[src/rtl/timer_ctrl.sv]
// timer_ctrl: mm:ss countdown sequencer with IDLE/RUN/PAUSE/ALARM FSM and CLK_DIV tick divider.
// Define TMR_CTRL_RESTART_EN to let start in ALARM reload the last run preset.
module timer_ctrl #(
    parameter int CLK_DIV     = 100000000,
    parameter int ALARM_TICKS = 10
) (
    input  logic       clk,
    input  logic       tmrreset,
    input  logic       btn_start,
    input  logic       btn_sec,
    input  logic       btn_min,
    input  logic       btn_clr,
    output logic [5:0] tmrs,
    output logic [5:0] tmrm,
    output logic [1:0] state,
    output logic       alarm,
    output logic       done
);
    localparam int DW = $clog2(CLK_DIV);
    typedef enum logic [1:0] {IDLE, RUN, PAUSE, ALARM} state_t;
    state_t r_state, w_state;
    logic [5:0] r_s, r_m, w_s, w_m;
    logic [DW-1:0] r_div, w_div;
    logic [7:0] r_acnt, w_acnt;
    logic r_done, w_done;
    logic [3:0] r_prev, w_ev;
    logic w_clr, w_start, w_min, w_sec, w_tick;
`ifdef TMR_CTRL_RESTART_EN
    logic [11:0] r_pre, w_pre;
`endif
    // Event bits ordered {clr, start, min, sec}; one-hot by priority.
    assign w_ev    = {btn_clr, btn_start, btn_min, btn_sec} & ~r_prev;
    assign w_clr   = w_ev[3];
    assign w_start = w_ev[2] & ~w_ev[3];
    assign w_min   = w_ev[1] & ~|w_ev[3:2];
    assign w_sec   = w_ev[0] & ~|w_ev[3:1];
    assign w_tick  = r_div == DW'(CLK_DIV - 1);
    assign tmrs  = r_s;
    assign tmrm  = r_m;
    assign state = r_state;
    assign alarm = r_state == ALARM;
    assign done  = r_done;
    always_ff @(posedge clk) begin
        if (tmrreset) begin
            r_state <= IDLE;
            r_s     <= '0;
            r_m     <= '0;
            r_div   <= '0;
            r_acnt  <= '0;
            r_done  <= 1'b0;
            r_prev  <= '0;
`ifdef TMR_CTRL_RESTART_EN
            r_pre   <= '0;
`endif
        end else begin
            r_state <= w_state;
            r_s     <= w_s;
            r_m     <= w_m;
            r_div   <= w_div;
            r_acnt  <= w_acnt;
            r_done  <= w_done;
            r_prev  <= {btn_clr, btn_start, btn_min, btn_sec};
`ifdef TMR_CTRL_RESTART_EN
            r_pre   <= w_pre;
`endif
        end
    end
    always_comb begin
        w_state = r_state;
        w_s     = r_s;
        w_m     = r_m;
        w_acnt  = r_acnt;
        w_done  = 1'b0;
        w_div   = (r_state == RUN || r_state == ALARM) ? (w_tick ? '0 : r_div + 1'b1) : r_div;
`ifdef TMR_CTRL_RESTART_EN
        w_pre   = r_pre;
`endif
        case (r_state)
            IDLE: begin
                w_div = '0;
                if (w_clr) begin
                    w_s = '0;
                    w_m = '0;
                end else if (w_start) begin
                    if ({r_m, r_s} != '0) begin
                        w_state = RUN;
`ifdef TMR_CTRL_RESTART_EN
                        w_pre   = {r_m, r_s};
`endif
                    end
                end else if (w_min) begin
                    w_m = (r_m == 6'd59) ? 6'd0 : r_m + 6'd1;
                end else if (w_sec) begin
                    w_s = (r_s == 6'd59) ? 6'd0 : r_s + 6'd1;
                    w_m = (r_s != 6'd59) ? r_m : (r_m == 6'd59) ? 6'd0 : r_m + 6'd1;
                end
            end
            RUN: begin
                if (w_clr) begin
                    w_state = IDLE;
                    w_s     = '0;
                    w_m     = '0;
                    w_div   = '0;
                end else if (w_start) begin
                    w_state = PAUSE;
                    w_div   = r_div;
                end else if (w_tick) begin
                    w_s = (r_s != '0) ? r_s - 6'd1 : 6'd59;
                    w_m = (r_s != '0) ? r_m : r_m - 6'd1;
                    if (r_m == '0 && r_s == 6'd1) begin
                        w_state = ALARM;
                        w_done  = 1'b1;
                        w_acnt  = '0;
                    end
                end
            end
            PAUSE: begin
                if (w_clr) begin
                    w_state = IDLE;
                    w_s     = '0;
                    w_m     = '0;
                    w_div   = '0;
                end else if (w_start) begin
                    w_state = RUN;
                    w_div   = '0;
                end
            end
            ALARM: begin
                w_s = '0;
                w_m = '0;
`ifdef TMR_CTRL_RESTART_EN
                if (w_start) begin
                    w_state    = RUN;
                    {w_m, w_s} = r_pre;
                    w_div      = '0;
                    w_acnt     = '0;
                end else
`endif
                if (|w_ev || (w_tick && r_acnt == 8'(ALARM_TICKS - 1))) begin
                    w_state = IDLE;
                    w_div   = '0;
                    w_acnt  = '0;
                end else if (w_tick) begin
                    w_acnt = r_acnt + 8'd1;
                end
            end
            default: w_state = IDLE;
        endcase
    end
endmodule
[config.mk]
export PLATFORM = sky130hd
export DESIGN_NAME = timer_ctrl
export DESIGN_NICKNAME = d
export VERILOG_FILES = /design/src/rtl/timer_ctrl.sv
export SDC_FILE = /design/constraint.sdc
export NUM_CORES = 1
export LEC_CHECK = 0
export BUFFER_PORTS_ARGS = -buffer_cell sky130_fd_sc_hd__buf_2
export CORE_ASPECT_RATIO = 1.75
export CORE_MARGIN = 4
export CORE_UTILIZATION = 40
export CTS_CLUSTER_DIAMETER = 60
export DETAILED_ROUTE_END_ITERATION = 12
export PLACE_DENSITY_LB_ADDON = 0.05
export SLEW_MARGIN = 5
export SYNTH_ARGS = -nofsm -noshare
export SYNTH_HDL_FRONTEND = slang
export SYNTH_SLANG_ARGS = --single-unit
[constraint.sdc]
create_clock -name clk -period 6.01 [get_ports clk]
set_input_delay 1.803 -clock clk [delete_from_list [all_inputs] [get_ports clk]]
set_output_delay 1.803 -clock clk [all_outputs]
set_load 0.05 [all_outputs]
# After elaboration in Yosys (flattened, before gate mapping)
# Index checks and enable logic that the tools add are counted.
# word_totals
wordCells	119
input_bits	6
register_bits	54
# classes
reduce_logical	19
n_addsub	6
muxes	49
bitwise_logic	8
eq_ne	30
# ops
op	n
$mux W27	7
$mux W6	20
$pmux W27 S4	1
$mux W8	6
$pmux W6 S4	2
$add A27 B1 Y27 const B	1
$eq A27 B27 Y1 const B	1
$ne A3 B3 Y1 const B	7
$mux W2	10
$pmux W8 S2	1
$ne A2 B2 Y1 const B	7
$reduce_and A7 Y1	2
$add A6 B1 Y6 const B	2
$eq A6 B6 Y1 const B	2
$ne A4 B4 Y1 const B	3
$reduce_and A6 Y1	2
$reduce_bool A12 Y1	1
$sub A6 B1 Y6 const B	2
$add A8 B1 Y8 const B	1
$eq A8 B4 Y1 const B	1
$pmux W2 S4	1
$eq A6 B1 Y1 const B	1
$logic_not A6 Y1	1
$ne A6 B6 Y1 const B	1
20 further kinds	29

# Logic depth before layout (Yosys ltp)
# depth
word_depth	10
ltp_mapped	8
depth_no_buf	7

# Worst setup path after synthesis
# OpenSTA, ideal clock, no wires.
# synth_timing
path_kind	input -> register
start	in btn_start
end	reg r_div[21]
t_arrival_ps	3431
cell_stages	6
path_buffers	1
path_slack_ps	2478
setup_time_ps	101
cell_sequence	nand2b_1 > clkbuf_1 > nand2_1 > nor4_1 > nand2_1 > o41ai_1
# synth_between
elab_chain_len	5
elab_cells_between_ends	9
classes_between	eq/ne (1); mux (4); bitwise (2); reduce/logical (2)
# synth_lines
item	line_no	text
from (decl)	9	input logic btn_start,
$and A4 B4 Y4 (*)	32	assign w_ev = {btn_clr, btn_start, btn_min, btn_sec} & ~r_prev;
$reduce_or A4 Y1 or $and A1 B1 Y1 (tied branches)	139, 34	
$logic_or A1 B1 Y1 or $mux W27 (tied branches)	139, 123	
$mux W27, on equally long branches	139, 118	
$pmux W27 S4	78	case (r_state)
to (signal assigned)	59	r_div <= w_div;
to (decl)	23	logic [DW-1:0] r_div, w_div;
# Mark *: on every way between the ends. The rest lies on a longest branch, timed or not.
# A chain may end at the register's enable or synchronous reset.

# Worst setup path in the final report
# layout_timing
start	in btn_clr
end	reg r_div[21]
# layout_between
elab_chain_len	6
elab_cells_between_ends	11
classes_between	eq/ne (1); mux (5); bitwise (3); reduce/logical (2)
# layout_lines
item	line_no	text
from (decl)	12	input logic btn_clr,
$and A4 B4 Y4 (*)	32	
$not A1 Y1	34	assign w_start = w_ev[2] & ~w_ev[3];
$and A1 B1 Y1	34	
$mux W27	123	end else if (w_start) begin
$mux W27	118	if (w_clr) begin
$pmux W27 S4	78	
# Marked as above.

==> flow_summary_export.csv <==
group,metric,value,unit
grt,grt_pass1_wl,18.8,mm
yosys,synth_top_area_share,29.3,%
yosys,synthAdderAreaFrac,3.05,%
yosys,synth.area.mux_share,0,%
floorplanning,die_y,135,um
layout,nNetsFinal,485,
clock_tree,clk_path_buf_depth,2,
timing,maxSlewHeadroom,28.6,%
timing,period_share,64.3,%
route,detail_route.wirelength,11.5,mm
grt,grt_max_degree,41,
setup_path,endpoint_kind,"flip-flop",
yosys,synth_cell_type_count,68,
setup_path,required,6200,ps
clock_tree,clk_pin_slew,70,ps
clock_tree,clock_latency,300,ps
floorplanning,row_count,46,
clock_tree,cts_root_buf,"clkbuf_16",
timing,setup_viol_count_final,0,
yosys,ys.flop_type,"dfxtp_1",
yosys,synth_simple_gate_area_share,33.6,%
timing,tightest_slew,1060,ps
yosys,synthCells,465,
grt,grt-ovfl-total,0,
pwr,ir_worst_vdd,0.173,mV
yosys,synth_seq_cells,54,
layout,num_antenna_cells,0,
yosys,synth_enable_flop_cells,0,
hold_path,hp-class,"flip-flop to flip-flop",
pwr,p_per_area,214,mW/mm^2
route,vias,3686,
timing,slew_violations,0,
yosys,synth_area_per_cell,7.94,sq um
yosys,synthXorXnorAreaFrac,3.08,%
setup_path,crit_fanout,14,
yosys,synth_top_cells_by_count,"54 x dfxtp_1, 52 x nand2_1, 27 x nor3_1",
yosys,syn_area,0.00369,sq mm
yosys,synth_top_family_by_area,"simple AND/OR/NAND/NOR gates",
route,drc,0,
clock_tree,cts_hold_buf,0,
clock_tree,cts_sinks,54,
clock_tree,cts_made_buffers,5,
timing,rsz0062_at_grt,"false",
timing,fin_crit,3860,ps
yosys,netlist.top_cell.by_area,"dfxtp_1",
setup_path,critical_path.startpoint_type,"primary input",
setup_path,timing.critical_path.arrival,4050,ps
grt,grt_pass1_vias,3642,
floorplanning,io-pin-count,22,
floorplanning,die_w,80.6,um
placement,place_congestion,0.875,
grt,antenna_found_initial,0,
yosys,ys_seq_area_share,29.3,%
status,outcome,"completed",
clock_tree,h-tree-depth,2,
floorplanning,die-area,0.0109,sq mm
yosys,synth_nets,480,
floorplanning,coreArea,0.00904,sq mm
route,wl_per_cell,19.4,um
timing,skew,10.1,ps
route,ant_nets,0,
yosys,ys_warn_count,0,
placement,preCtsSetupSlack,1860,ps
layout,fill_cells,943,
yosys,synthTopCellsByArea,"dfxtp_1 29%, nand2_1 5.3%, nand4_1 3.9%",
route,drtIter0Drc,223,
clock_tree,cts_setup_buffers,0,
setup_path,critical_path_class,"primary input to flip-flop",
yosys,async_flop_share,0,%
job,drv_cap,0,
yosys,synth_compound_area_share,24.6,%
placement,hpwl,8.35,mm
clock_tree,post_cts_resized,0,
layout,drive_gt1_share,11.0,%
clock_tree,tritoncts,"yes",
layout,syn2layout_area_growth,8.06,%
placement,io_buffers,21,
pwr,leakage,1.27,nW
timing,final-hold-violation-count,0,
yosys,synth.most_common_cell,"dfxtp_1",
timing,setup_ws,2150,ps
floorplanning,initial_core_util,40.9,%
timing,clock.fmax,259,MHz
route,viasPerCell,6.24,
grt,grt.total_usage,22.0,%
route,dr.pass1.iters,4,
timing,tns,0,ps
critical path: stages:
cell	delay [ps]
buf_2	110
nand2b_1	400
nand2_1	160
nor4_1	800
nand2_1	360
o41ai_1	410
cell type report:
class,instances,area [sq um],area share [%]
Sequential cell,54,1080,27.1
Tap cell,120,150,3.76
Inverter,22,82.6,2.07
Timing Repair Buffer,26,143,3.57
Multi-Input combinational cell,361,2380,59.7
Clock buffer,6,139,3.48
Clock inverter,2,12.5,0.313
metrics by stage:
| stage | std cells | power (mW) | area (sq um) | hold WS [ps] | util (%) |
|---|---|---|---|---|---|
| global placement | 583 | 0.555 | 3840 | 473 | 42.5 |
| floorplan | 465 | 0.512 | 3690 | 464 | - |
| detailed placement | 583 | 0.555 | 3840 | 492 | 42.5 |
| global route | 591 | 0.890 | 3990 | 538 | 44.2 |
| finish | 591 | 0.854 | 3990 | 501 | 44.2 |
| CTS | 591 | 0.866 | 3990 | 507 | 44.2 |
logic make-up after synthesis:
| group | after synthesis |
|---|---|
| simple gates | 217 |
| compound gates | 122 |
| flops | 54 |
| buf+inv | 50 |
| xor+xnor | 13 |
| fa+ha+maj | 9 |
sequential cells by signal, indices dropped and copies added, names as in the netlist:
| signal | cells |
|---|---|
| r_div | 27 |
| r_acnt | 8 |
| tmrm | 6 |
| tmrs | 6 |
| r_prev | 4 |
| state | 2 |
| done | 1 |
path summary, 6_finish.rpt:
kind	from	to	slack (ps)	depth (start not counted)
setup / recovery	btn_clr	r_div[21]	2150	6
hold / removal	r_acnt[7]	r_acnt[7]	500	2
setup reg to reg	r_div[13]	r_div[2]	2760	5
hold reg to reg	r_acnt[7]	r_acnt[7]	500	2
per-layer routing:
layer	routed length (um)	up-vias	track usage, %
met2	6130	75	39.9
met4	461	0	10.9
met5	0	-	0
li1	-	1821	-
met1	4590	1761	24.7
met3	275	29	2.54
power breakdown:
part	total, mW	internal [mW]	switching (mW)
sequential	0.379	0.366	0.0133
combinational	0.168	0.0514	0.117
clock	0.307	0.166	0.141
total	0.854	0.583	0.272
layout by cell type, fill, tap and decap left out, types with 6 or more instances in the layout:
cell,instances
dfxtp_1,54
nand2_1,52
nor3_1,27
nand4_1,23
inv_1,22
nor2_1,22
buf_2,21
a21oi_1,18
nand3_1,17
o21ai_0,13
a221oi_1,11
xnor2_1,10
nor2b_1,9
o31ai_1,9
ha_1,9
or4_1,8
o211ai_1,7
and3_1,7
nor4_1,6
and4_1,6
a211oi_1,6
a31oi_1,6
No activity file was read; power rests on OpenSTA's default activity.
